$ cat src/rtl/mem_pkg.sv
`default_nettype none
// ============================================================================
//  Module  : mem_pkg
//  Purpose : Shared encodings for the memory access unit: request size codes,
//            controller state encoding and the byte-lane mask helper.
//  Ports   : none (package)
//  Revision: 1.0 - initial release
// ============================================================================
package mem_pkg;

    // Request size encodings carried on req_size.
    localparam logic [1:0] SZ_B   = 2'b00;
    localparam logic [1:0] SZ_H   = 2'b01;
    localparam logic [1:0] SZ_W   = 2'b10;
    localparam logic [1:0] SZ_ILL = 2'b11;

    // Controller states.
    typedef enum logic [1:0] {
        ST_IDLE = 2'd0,
        ST_RD   = 2'd1,
        ST_WR   = 2'd2,
        ST_RESP = 2'd3
    } state_e;

    // Byte-enable mask for an access of the given size starting at the given
    // lane. Alignment is checked before this mask is used, so a half access
    // never starts at lane 3 and a word access always starts at lane 0.
    function automatic logic [3:0] lane_mask(input logic [1:0] size,
                                             input logic [1:0] lane);
        logic [3:0] mask;
        case (size)
            SZ_B:    mask = 4'b0001 << lane;
            SZ_H:    mask = 4'b0011 << lane;
            default: mask = 4'b1111;
        endcase
        return mask;
    endfunction

endpackage : mem_pkg
`default_nettype wire

$ cat src/rtl/mem_align.sv
`default_nettype none
// ============================================================================
//  Module  : mem_align
//  Purpose : Combinational lane alignment for the memory access unit.
//            - store merge  : inserts right-aligned store data into the old
//                             word at the addressed lane(s)
//            - load extract : pulls the addressed byte/half out of a word and
//                             sign- or zero-extends it
//  Ports   : old_word_i  old ram word for read-modify-write
//            wdata_i     store data, right-aligned
//            word_i      ram word for load extraction
//            size_i      access size (SZ_B / SZ_H / SZ_W)
//            lane_i      byte lane within the word (addr[1:0])
//            sext_i      1 = sign-extend load result
//            merged_o    merged word to write back
//            rdata_o     extracted and extended load result
//  Revision: 1.0 - initial release
// ============================================================================
module mem_align (
    input  logic [31:0] old_word_i,
    input  logic [31:0] wdata_i,
    input  logic [31:0] word_i,
    input  logic [1:0]  size_i,
    input  logic [1:0]  lane_i,
    input  logic        sext_i,
    output logic [31:0] merged_o,
    output logic [31:0] rdata_o
);
    import mem_pkg::*;

    logic [3:0]  w_mask;
    logic [31:0] w_shifted;
    logic [7:0]  w_byte;
    logic [15:0] w_half;

    assign w_mask    = lane_mask(size_i, lane_i);
    assign w_shifted = wdata_i << {lane_i, 3'b000};

    // Per-byte select: addressed lanes take the new data, others keep old.
    for (genvar i = 0; i < 4; i++) begin : g_lane
        assign merged_o[8*i +: 8] = w_mask[i] ? w_shifted[8*i +: 8]
                                              : old_word_i[8*i +: 8];
    end

    assign w_byte = word_i[{lane_i, 3'b000} +: 8];
    assign w_half = word_i[{lane_i[1], 4'b0000} +: 16];

    always_comb begin
        rdata_o = word_i;
        case (size_i)
            SZ_B:    rdata_o = {{24{sext_i & w_byte[7]}}, w_byte};
            SZ_H:    rdata_o = {{16{sext_i & w_half[15]}}, w_half};
            default: rdata_o = word_i;
        endcase
    end

endmodule : mem_align
`default_nettype wire

$ cat src/rtl/mem_access_unit.sv
`default_nettype none
// ============================================================================
//  Module  : mem_access_unit
//  Purpose : Initiator-side controller for a word-addressed ram. Converts
//            byte-addressed load/store requests into word accesses, performs
//            read-modify-write for sub-word stores and returns load data or
//            store completion on a response channel (one outstanding).
//  Ports   : sys_clk/sys_rst        clock, asynchronous active-high reset
//            req_*                  request channel (valid/ready)
//            rsp_*                  response channel (valid/ready)
//            ram_raddr/ram_rdata    ram read port (combinational read)
//            ram_waddr/ram_wdata/ram_wen  ram write port (posedge write)
//  Revision: 1.0 - initial release
// ============================================================================
module mem_access_unit #(
    parameter int ADDR_SIZE = 12,
    parameter int DATA_SIZE = 32
) (
    input  logic                 sys_clk,
    input  logic                 sys_rst,
    input  logic                 req_valid,
    output logic                 req_ready,
    input  logic                 req_we,
    input  logic [31:0]          req_addr,
    input  logic [1:0]           req_size,
    input  logic                 req_sext,
    input  logic [31:0]          req_wdata,
    output logic                 rsp_valid,
    input  logic                 rsp_ready,
    output logic [31:0]          rsp_rdata,
    output logic                 rsp_err,
    output logic [ADDR_SIZE-1:0] ram_raddr,
    input  logic [DATA_SIZE-1:0] ram_rdata,
    output logic [ADDR_SIZE-1:0] ram_waddr,
    output logic [DATA_SIZE-1:0] ram_wdata,
    output logic                 ram_wen
);
    import mem_pkg::*;

    state_e               state_q, state_d;
    logic                 we_q;
    logic [1:0]           size_q;
    logic                 sext_q;
    logic [1:0]           lane_q;
    logic [31:0]          wdata_q;
    logic [31:0]          rsp_rdata_q;
    logic                 rsp_err_q;
    logic [ADDR_SIZE-1:0] raddr_q;
    logic [ADDR_SIZE-1:0] waddr_q;
    logic [DATA_SIZE-1:0] ram_wdata_q;

    logic [31:0]          w_addr_hi;
    logic                 w_err;
    logic                 w_accept;
    logic [ADDR_SIZE-1:0] w_idx;
    logic [31:0]          w_merged;
    logic [31:0]          w_extract;

    // Any byte address beyond the ram leaves bits above the word index set.
    assign w_addr_hi = req_addr >> (ADDR_SIZE + 2);
    assign w_idx     = req_addr[ADDR_SIZE+1:2];
    assign w_err     = (req_size == SZ_ILL)
                     | ((req_size == SZ_H) & req_addr[0])
                     | ((req_size == SZ_W) & (req_addr[1:0] != 2'b00))
                     | (w_addr_hi != 32'd0);

    assign w_accept  = req_valid & (state_q == ST_IDLE);

    mem_align u_align (
        .old_word_i (ram_rdata),
        .wdata_i    (wdata_q),
        .word_i     (ram_rdata),
        .size_i     (size_q),
        .lane_i     (lane_q),
        .sext_i     (sext_q),
        .merged_o   (w_merged),
        .rdata_o    (w_extract)
    );

    always_comb begin
        state_d = state_q;
        case (state_q)
            ST_IDLE: begin
                if (req_valid) begin
                    if (w_err)
                        state_d = ST_RESP;
                    else if (req_we && (req_size == SZ_W))
                        state_d = ST_WR;
                    else
                        state_d = ST_RD;   // load, or read half of a RMW
                end
            end
            ST_RD:   state_d = we_q ? ST_WR : ST_RESP;
            ST_WR:   state_d = ST_RESP;
            ST_RESP: if (rsp_ready) state_d = ST_IDLE;
            default: state_d = ST_IDLE;
        endcase
    end

    always_ff @(posedge sys_clk or posedge sys_rst) begin
        if (sys_rst) begin
            state_q     <= ST_IDLE;
            we_q        <= 1'b0;
            size_q      <= SZ_B;
            sext_q      <= 1'b0;
            lane_q      <= 2'b00;
            wdata_q     <= 32'd0;
            rsp_rdata_q <= 32'd0;
            rsp_err_q   <= 1'b0;
            raddr_q     <= '0;
            waddr_q     <= '0;
            ram_wdata_q <= '0;
        end else begin
            state_q <= state_d;
            case (state_q)
                ST_IDLE: begin
                    if (w_accept) begin
                        we_q        <= req_we;
                        size_q      <= req_size;
                        sext_q      <= req_sext;
                        lane_q      <= req_addr[1:0];
                        wdata_q     <= req_wdata;
                        rsp_rdata_q <= 32'd0;
                        rsp_err_q   <= w_err;
                        if (!w_err) begin
                            raddr_q <= w_idx;
                            waddr_q <= w_idx;
                            // Full-word stores skip the read and write directly.
                            if (req_we && (req_size == SZ_W))
                                ram_wdata_q <= req_wdata;
                        end
                    end
                end
                ST_RD: begin
                    if (we_q)
                        ram_wdata_q <= w_merged;
                    else
                        rsp_rdata_q <= w_extract;
                end
                default: ;
            endcase
        end
    end

    // Strobes decode straight from the state register so an asynchronous
    // reset removes them in the same instant the state returns to IDLE.
    assign req_ready = (state_q == ST_IDLE);
    assign rsp_valid = (state_q == ST_RESP);
    assign ram_wen   = (state_q == ST_WR);
    assign rsp_rdata = rsp_rdata_q;
    assign rsp_err   = rsp_err_q;
    assign ram_raddr = raddr_q;
    assign ram_waddr = waddr_q;
    assign ram_wdata = ram_wdata_q;

endmodule : mem_access_unit
`default_nettype wire

$ cat config.mk
export PLATFORM = sky130hd
export DESIGN_NAME = mem_access_unit
export DESIGN_NICKNAME = d
export VERILOG_FILES = /design/src/rtl/mem_pkg.sv /design/src/rtl/mem_align.sv /design/src/rtl/mem_access_unit.sv
export SDC_FILE = /design/constraint.sdc
export NUM_CORES = 1
export LEC_CHECK = 0
export ABC_AREA = 1
export BUFFER_PORTS_ARGS = -buffer_cell sky130_fd_sc_hd__buf_4
export CORE_MARGIN = 2
export CORE_UTILIZATION = 48
export DETAILED_ROUTE_END_ITERATION = 8
export PLACE_DENSITY = 0.78
export SLEW_MARGIN = 20
export SYNTH_ARGS = -nofsm -noshare
export SYNTH_HDL_FRONTEND = slang
export SYNTH_SLANG_ARGS = --single-unit
export TNS_END_PERCENT = 20
$ cat constraint.sdc
create_clock -name sys_clk -period 4 [get_ports sys_clk]
set_input_delay 0.8 -clock sys_clk [delete_from_list [all_inputs] [get_ports sys_clk]]
set_output_delay 0.8 -clock sys_clk [all_outputs]
set_load 0.01 [all_outputs]
==> impl_results.md, run 1 <==
- Status: complete, no violations
- Final wirelength: 23,410 um
- Synthesized net count: 1,120
- CP endpoint: ram_wdata[11]
- Worst-Margin Slew: 1.017 ns
- Multi-input gate area: 0.003309 mm^2
- Pwr/cell area: 800.4 mW/mm^2
- GRT Util Overall: 31.73%
- Max-Cap Viols: 0
- Crit path kind: reg2reg
- Commonest cells in the netlist: 515 x nand2_1, 117 x dfrtp_1, 93 x nand3_1, 58 x inv_1, 48 x a21oi_1
- Async SR Flop Fraction: 100.0%
- Synth Area in Adders: 0.7271%
- Initial Util: 49.39%
- Pwr Total: 7.116 mW
- H-tree level count: 4
- DR vias: 7,342
- Worst r2r src: state_q[1]
- Initial DRC count: 885
- Area Growth Syn to Fin: 29.18%
- Area leader, netlist: dfrtp_1
- Tmin final: 3.198 ns
- Synth top area cells: dfrtp_1 43%, nand2_1 28%, nand3_1 6.8%
- TritonCTS clock tree: yes
- Via density: 5.406
- Fmax: 0.3127 GHz
- Ys Warns: 0
- VDD IR max: 0.3785 mV
- Mux contribution to synthesized area: 0%
- Fin. max-slew vios: 0
- Initial antenna violation count: 0
- Drt drc: 0
- Largest net degree at the start of global routing: 62
- PortBufs: 195
- Gr ovfl total: 0
- Number of synthesized flops with an enable pin: 0
- R2r endpoint: ram_wdata[11]
- Clock transition at path regs: 0.06 ns
- Synth Area per Inst: 6.801 um^2
- Largest family of logic cells by synthesized area: simple AND/OR/NAND/NOR gates
- Cts hold-fix bufs: 0
- Synth Cell Area: 0.006883 mm^2
- Register area: 0.002928 mm^2
- Uppermost layer routed: met4
- GP Congestion: 1.017
- Detailed placement HPWL: 16,370 um
- Most instantiated library cell after synthesis: nand2_1
- Fin crit share: 79.96%
- Rel. slew slack: 32.10%
- Ys flop type: dfrtp_1
- Met2 WL: 10,500 um
- Switching Share: 44.48%
- Setup Fix Bufs, Post-CTS: 0
- First-pass GRT wire length: 36,310 um
- WP data required: 4.31 ns
- Crit path from: state_q[1]
- # IOs: 196
- Horiz. Die Dim: 123.7 um
- Static Leak: 5.076 nW
- Fillers: 1,276
- Drt pass-1 iters: 6
- Internal cell power: 3.951 mW
- Setup_tns: 0 ns
- DRT antenna net count: 0
- Critical path arrival: 3.51 ns
- Num CTS Buffers: 17
- Top-area cell type share of the netlist area: 42.54%
- Minimum setup slack among reg-to-reg paths: 0.80 ns
- Post-synthesis simple-gate area fraction: 38.87%
- DP Worst Slack: 0.9104 ns
- Final Hold Vio Count: 0
- Vias in the first global route: 6,869
- Nets@finish: 1,273
- Clock latency on the worst-skew pair: 0.44 ns
- Critical path endpoint category: flip-flop
- R2R depth: 10
- Critical Path Fanout Max: 36
- Clock Skews: 0.01254 ns
- Post-synthesis cell type count: 31
- RSZ-0062 raised after global routing: no
- P_sw: 3.165 mW
- Die height: 123.7 um
- CTS sink cnt: 117
- Total die area: 0.01531 mm^2
- Seq/Total Area, Yosys: 42.54%
- Max Root-Sink Buffers: 2
- Hold/Removal Path Class: reg2reg
- Post-synthesis compound-gate area fraction: 8.417%
- Yosys reg bits: 117
- CP startpoint kind: flip-flop
- Logic pwr share: 47.7%
- Post-DR wirelength/cell: 17.23 um
- Diode count: 0
- Met3 WL post-DR: 2486 um
- Core Region: 0.01393 mm^2
- Clock Tree Root: clkbuf_16
- M1 wire length: 9679 um
- Final worst slack: 0.8017 ns
- Sequential share of power: 28.3%
- Clk pwr share: 24.0%
- FP Rows: 43
- Share of layout cells above drive strength 1: 22.07%
- XOR/XNOR Fraction of Synth Area: 0%
- Post-cts resize count: 0
- Setup-failing EPs final: 0
- Syn Inst Count: 1,012
power groups by stage:
stage	Sequential [mW]	Combinational (mW)	Clock (mW)
2_1_floorplan	1.98	2.29	0
3_3_place_gp	2.00	3.23	0
3_5_place_dp	2.01	3.30	0
4_1_cts	2.00	3.34	1.71
5_1_grt	2.05	3.78	1.77
6_report	2.01	3.39	1.71
metrics by stage:
step                      hold slack (ns)  area (um^2)  instances  utilization, %
after detailed placement           0.4637         8235       1326           59.10
after global routing               0.4922         8891       1358           63.81
after floorplan                    0.4492         6883       1012               -
final                              0.4697         8891       1358           63.81
after CTS                          0.4771         8886       1358           63.77
after global placement             0.4608         8235       1326           59.10
worst min-delay path by stage:
stage / from / to / slack [ns] / depth (start not counted)
after floorplan: wdata_q[24] / wdata_q[24] / 0.45 / 2
after global placement: ram_wdata[3] / ram_wdata[3] / 0.46 / 2
after detailed placement: ram_wdata[2] / ram_wdata[2] / 0.46 / 2
after CTS: ram_wdata[2] / ram_wdata[2] / 0.48 / 2
after global routing: ram_wdata[2] / ram_wdata[2] / 0.49 / 2
final: ram_wdata[31] / ram_wdata[31] / 0.47 / 2
critical path, stage by stage, from the launching register on:
cell     delay [ns]
dfrtp_1        0.40
inv_1          0.10
ha_1           0.14
buf_4          0.34
inv_2          0.32
o21ai_1        0.21
inv_1          0.11
nor2_4         0.59
nand2_2        0.55
nand2_1        0.21
nand2_1        0.08
placed cells by master (no fill, tap or decap), types with 2 or more instances in the layout:
| master | instances |
|---|---|
| o22ai_1 | 8 |
| nand3_1 | 92 |
| o211ai_1 | 2 |
| nand2_4 | 4 |
| clkbuf_16 | 17 |
| nand3_4 | 3 |
| a21oi_1 | 48 |
| clkinv_2 | 3 |
| nand2_1 | 515 |
| bufinv_16 | 5 |
| o21ai_0 | 39 |
| buf_4 | 201 |
| clkbuf_8 | 3 |
| ha_1 | 4 |
| inv_2 | 6 |
| inv_1 | 57 |
| inv_4 | 2 |
| nor2_1 | 21 |
| nand2_2 | 7 |
| clkbuf_1 | 3 |
| dfrtp_1 | 117 |
| a31oi_1 | 8 |
| nor2_2 | 2 |
metal layers:
layer,global-route usage [%],up-vias
li1,-,3470
met1,43.36,3386
met3,9.432,55
met5,0,-
met2,47.01,431
met4,13.21,0
final cells by class:
type | count | area share [%]
clock buffers | 23 | 5.376
clock inverters | 9 | 1.942
inverters | 65 | 2.800
multi-input cells | 762 | 37.22
flip-flops and latches | 117 | 32.93
well taps | 180 | 2.533
repair buffers | 202 | 17.20
flip-flops by register name, indices dropped and copies added (netlist names):
name / count
ram_wdata: 32
rsp_rdata: 32
wdata_q: 32
ram_waddr: 12
lane_q: 2
size_q: 2
state_q: 2
rsp_err: 1
sext_q: 1
we_q: 1
cell families after synthesis:
family | after synthesis
and+or+nand+nor | 649
buffers and inverters | 133
DFF | 117
AOI/OAI and AO/OA | 109
adders and majority gates | 4
No activity file was read; power rests on OpenSTA's default activity.
==> run 2, diff against run 1 <==
clock period = 2.9 ns   (was 4 ns; I/O delays follow)
==> impl_results.md, run 2 (synthesis results as in run 1) <==
- Status: complete, no violations
- Detailed placement HPWL: 16,070 um
- Commonest cells after routing, fill and taps aside: 515 x nand2_1, 206 x buf_4, 117 x dfrtp_1
- Initial antenna violation count: 0
- P_sw: 4.293 mW
- Hold/Removal Path Class: in2async
- Max-Cap Viols: 0
- Critical path arrival: 2.83 ns
- Clock latency on the worst-skew pair: 0.42 ns
- Initial Util: 49.39%
- Fin util: 63.98%
- Pwr/cell area: 1090 mW/mm^2
- R2R depth: 9
- Core Region: 0.01393 mm^2
- # IOs: 196
- Crit path kind: reg2reg
- Logic pwr share: 48.7%
- Clock Skews: 0.008331 ns
- Post-placement cell count: 1,331
- CP startpoint kind: flip-flop
- VDD IR max: 0.5183 mV
- Post-DR wirelength/cell: 16.57 um
- Clock transition at path regs: 0.06 ns
- Static Leak: 5.093 nW
- Worst-Margin Slew: 0.9673 ns
- Via density: 5.387
- Setup_tns: 0 ns
- PortBufs: 195
- Area Growth Syn to Fin: 29.54%
- Critical path endpoint category: flip-flop
- Fin crit share: 87.07%
- Post-cts resize count: 0
- Initial DRC count: 916
- Total die area: 0.01531 mm^2
- Sequential share of power: 28.0%
- Critical Path Fanout Max: 32
- Most common cell after layout, fill and taps aside: nand2_1
- Cts hold-fix bufs: 0
- Rel. slew slack: 35.44%
- Fmax: 0.3961 GHz
- DR vias: 7,348
- Largest net degree at the start of global routing: 118
- Switching Share: 44.19%
- FP Rows: 43
- Drt pass-1 iters: 5
- Die height: 123.7 um
- Drt drc: 0
- Max Root-Sink Buffers: 2
- Fillers: 1,276
- Final wirelength: 22,600 um
- Tmin final: 2.525 ns
- Final std cells w/o fill: 1,364
- Share of layout cells above drive strength 1: 22.47%
- Num CTS Buffers: 17
- Nets@finish: 1,279
- First-pass GRT wire length: 35,500 um
- WP data required: 3.20 ns
- Setup Fix Bufs, Post-CTS: 0
- GP Congestion: 0.9693
- H-tree level count: 4
- Horiz. Die Dim: 123.7 um
- Final Hold Vio Count: 0
- TritonCTS clock tree: yes
- Internal cell power: 5.421 mW
- DRT antenna net count: 0
- Clock Tree Root: clkbuf_16
- Pwr Total: 9.714 mW
- GRT Util Overall: 30.56%
- Gr ovfl total: 0
- CTS sink cnt: 117
- Fin. max-slew vios: 0
- Clk pwr share: 23.3%
- Diode count: 0
- Setup-failing EPs final: 0
- RSZ-0062 raised after global routing: no
- Vias in the first global route: 6,881
-- run 2: power groups by stage --
| stage | registers, mW | clock network, mW | logic [mW] |
|---|---|---|---|
| final | 2.72 | 2.26 | 4.73 |
| after global routing | 2.78 | 2.35 | 5.28 |
| after CTS | 2.71 | 2.28 | 4.65 |
| after detailed placement | 2.72 | 0 | 4.62 |
| after global placement | 2.72 | 0 | 4.53 |
| after floorplan | 2.73 | 0 | 3.16 |
-- run 2: through the flow --
stage                     cell area [um^2]  setup slack (ns)  hold slack [ns]
after floorplan                       6887            0.8926           0.4492
after global placement                8274            0.3402           0.4589
after detailed placement              8274            0.1918           0.4639
after CTS                             8910            0.1611           0.3522
after global routing                  8916            0.1385           0.3621
final                                 8916            0.3751           0.3251
-- run 2: layer usage --
layer | vias up | wire length, um | track usage, %
met5 | - | 0 | 0
met4 | 0 | 829 | 13.00
met3 | 59 | 2540 | 6.639
met2 | 429 | 10120 | 45.95
met1 | 3373 | 9112 | 42.62
li1 | 3487 | - | -
-- run 2: final cells by class --
| type | count | area [um^2] | area share (%) |
|---|---|---|---|
| Multi-Input combinational cell | 763 | 3311 | 37.13 |
| Sequential cell | 117 | 2928 | 32.84 |
| Timing Repair Buffer | 207 | 1567 | 17.57 |
| Clock buffer | 23 | 488.0 | 5.473 |
| Inverter | 65 | 250.2 | 2.807 |
| Tap cell | 180 | 225.2 | 2.526 |
| Clock inverter | 9 | 147.6 | 1.656 |
-- run 2: worst max-delay path, stage by stage, from the launching register on --
cell	delay (ns)
dfrtp_1	0.41
inv_1	0.10
ha_1	0.31
nand2_1	0.16
o21ai_1	0.11
inv_1	0.16
nor2_4	0.41
nand2_2	0.47
nand2_1	0.19
nand2_1	0.08
-- run 2: path summary, 6_finish.rpt --
check,start,end,slack [ns]
setup / recovery,state_q[0],ram_wdata[9],0.38
hold / removal,sys_rst,ram_waddr[10],0.33
setup reg to reg,state_q[0],ram_wdata[9],0.38
hold reg to reg,ram_wdata[24],ram_wdata[24],0.47
max in group asynchronous,sys_rst,wdata_q[7],2.07
min in group sys_clk,req_wdata[14],wdata_q[14],0.36
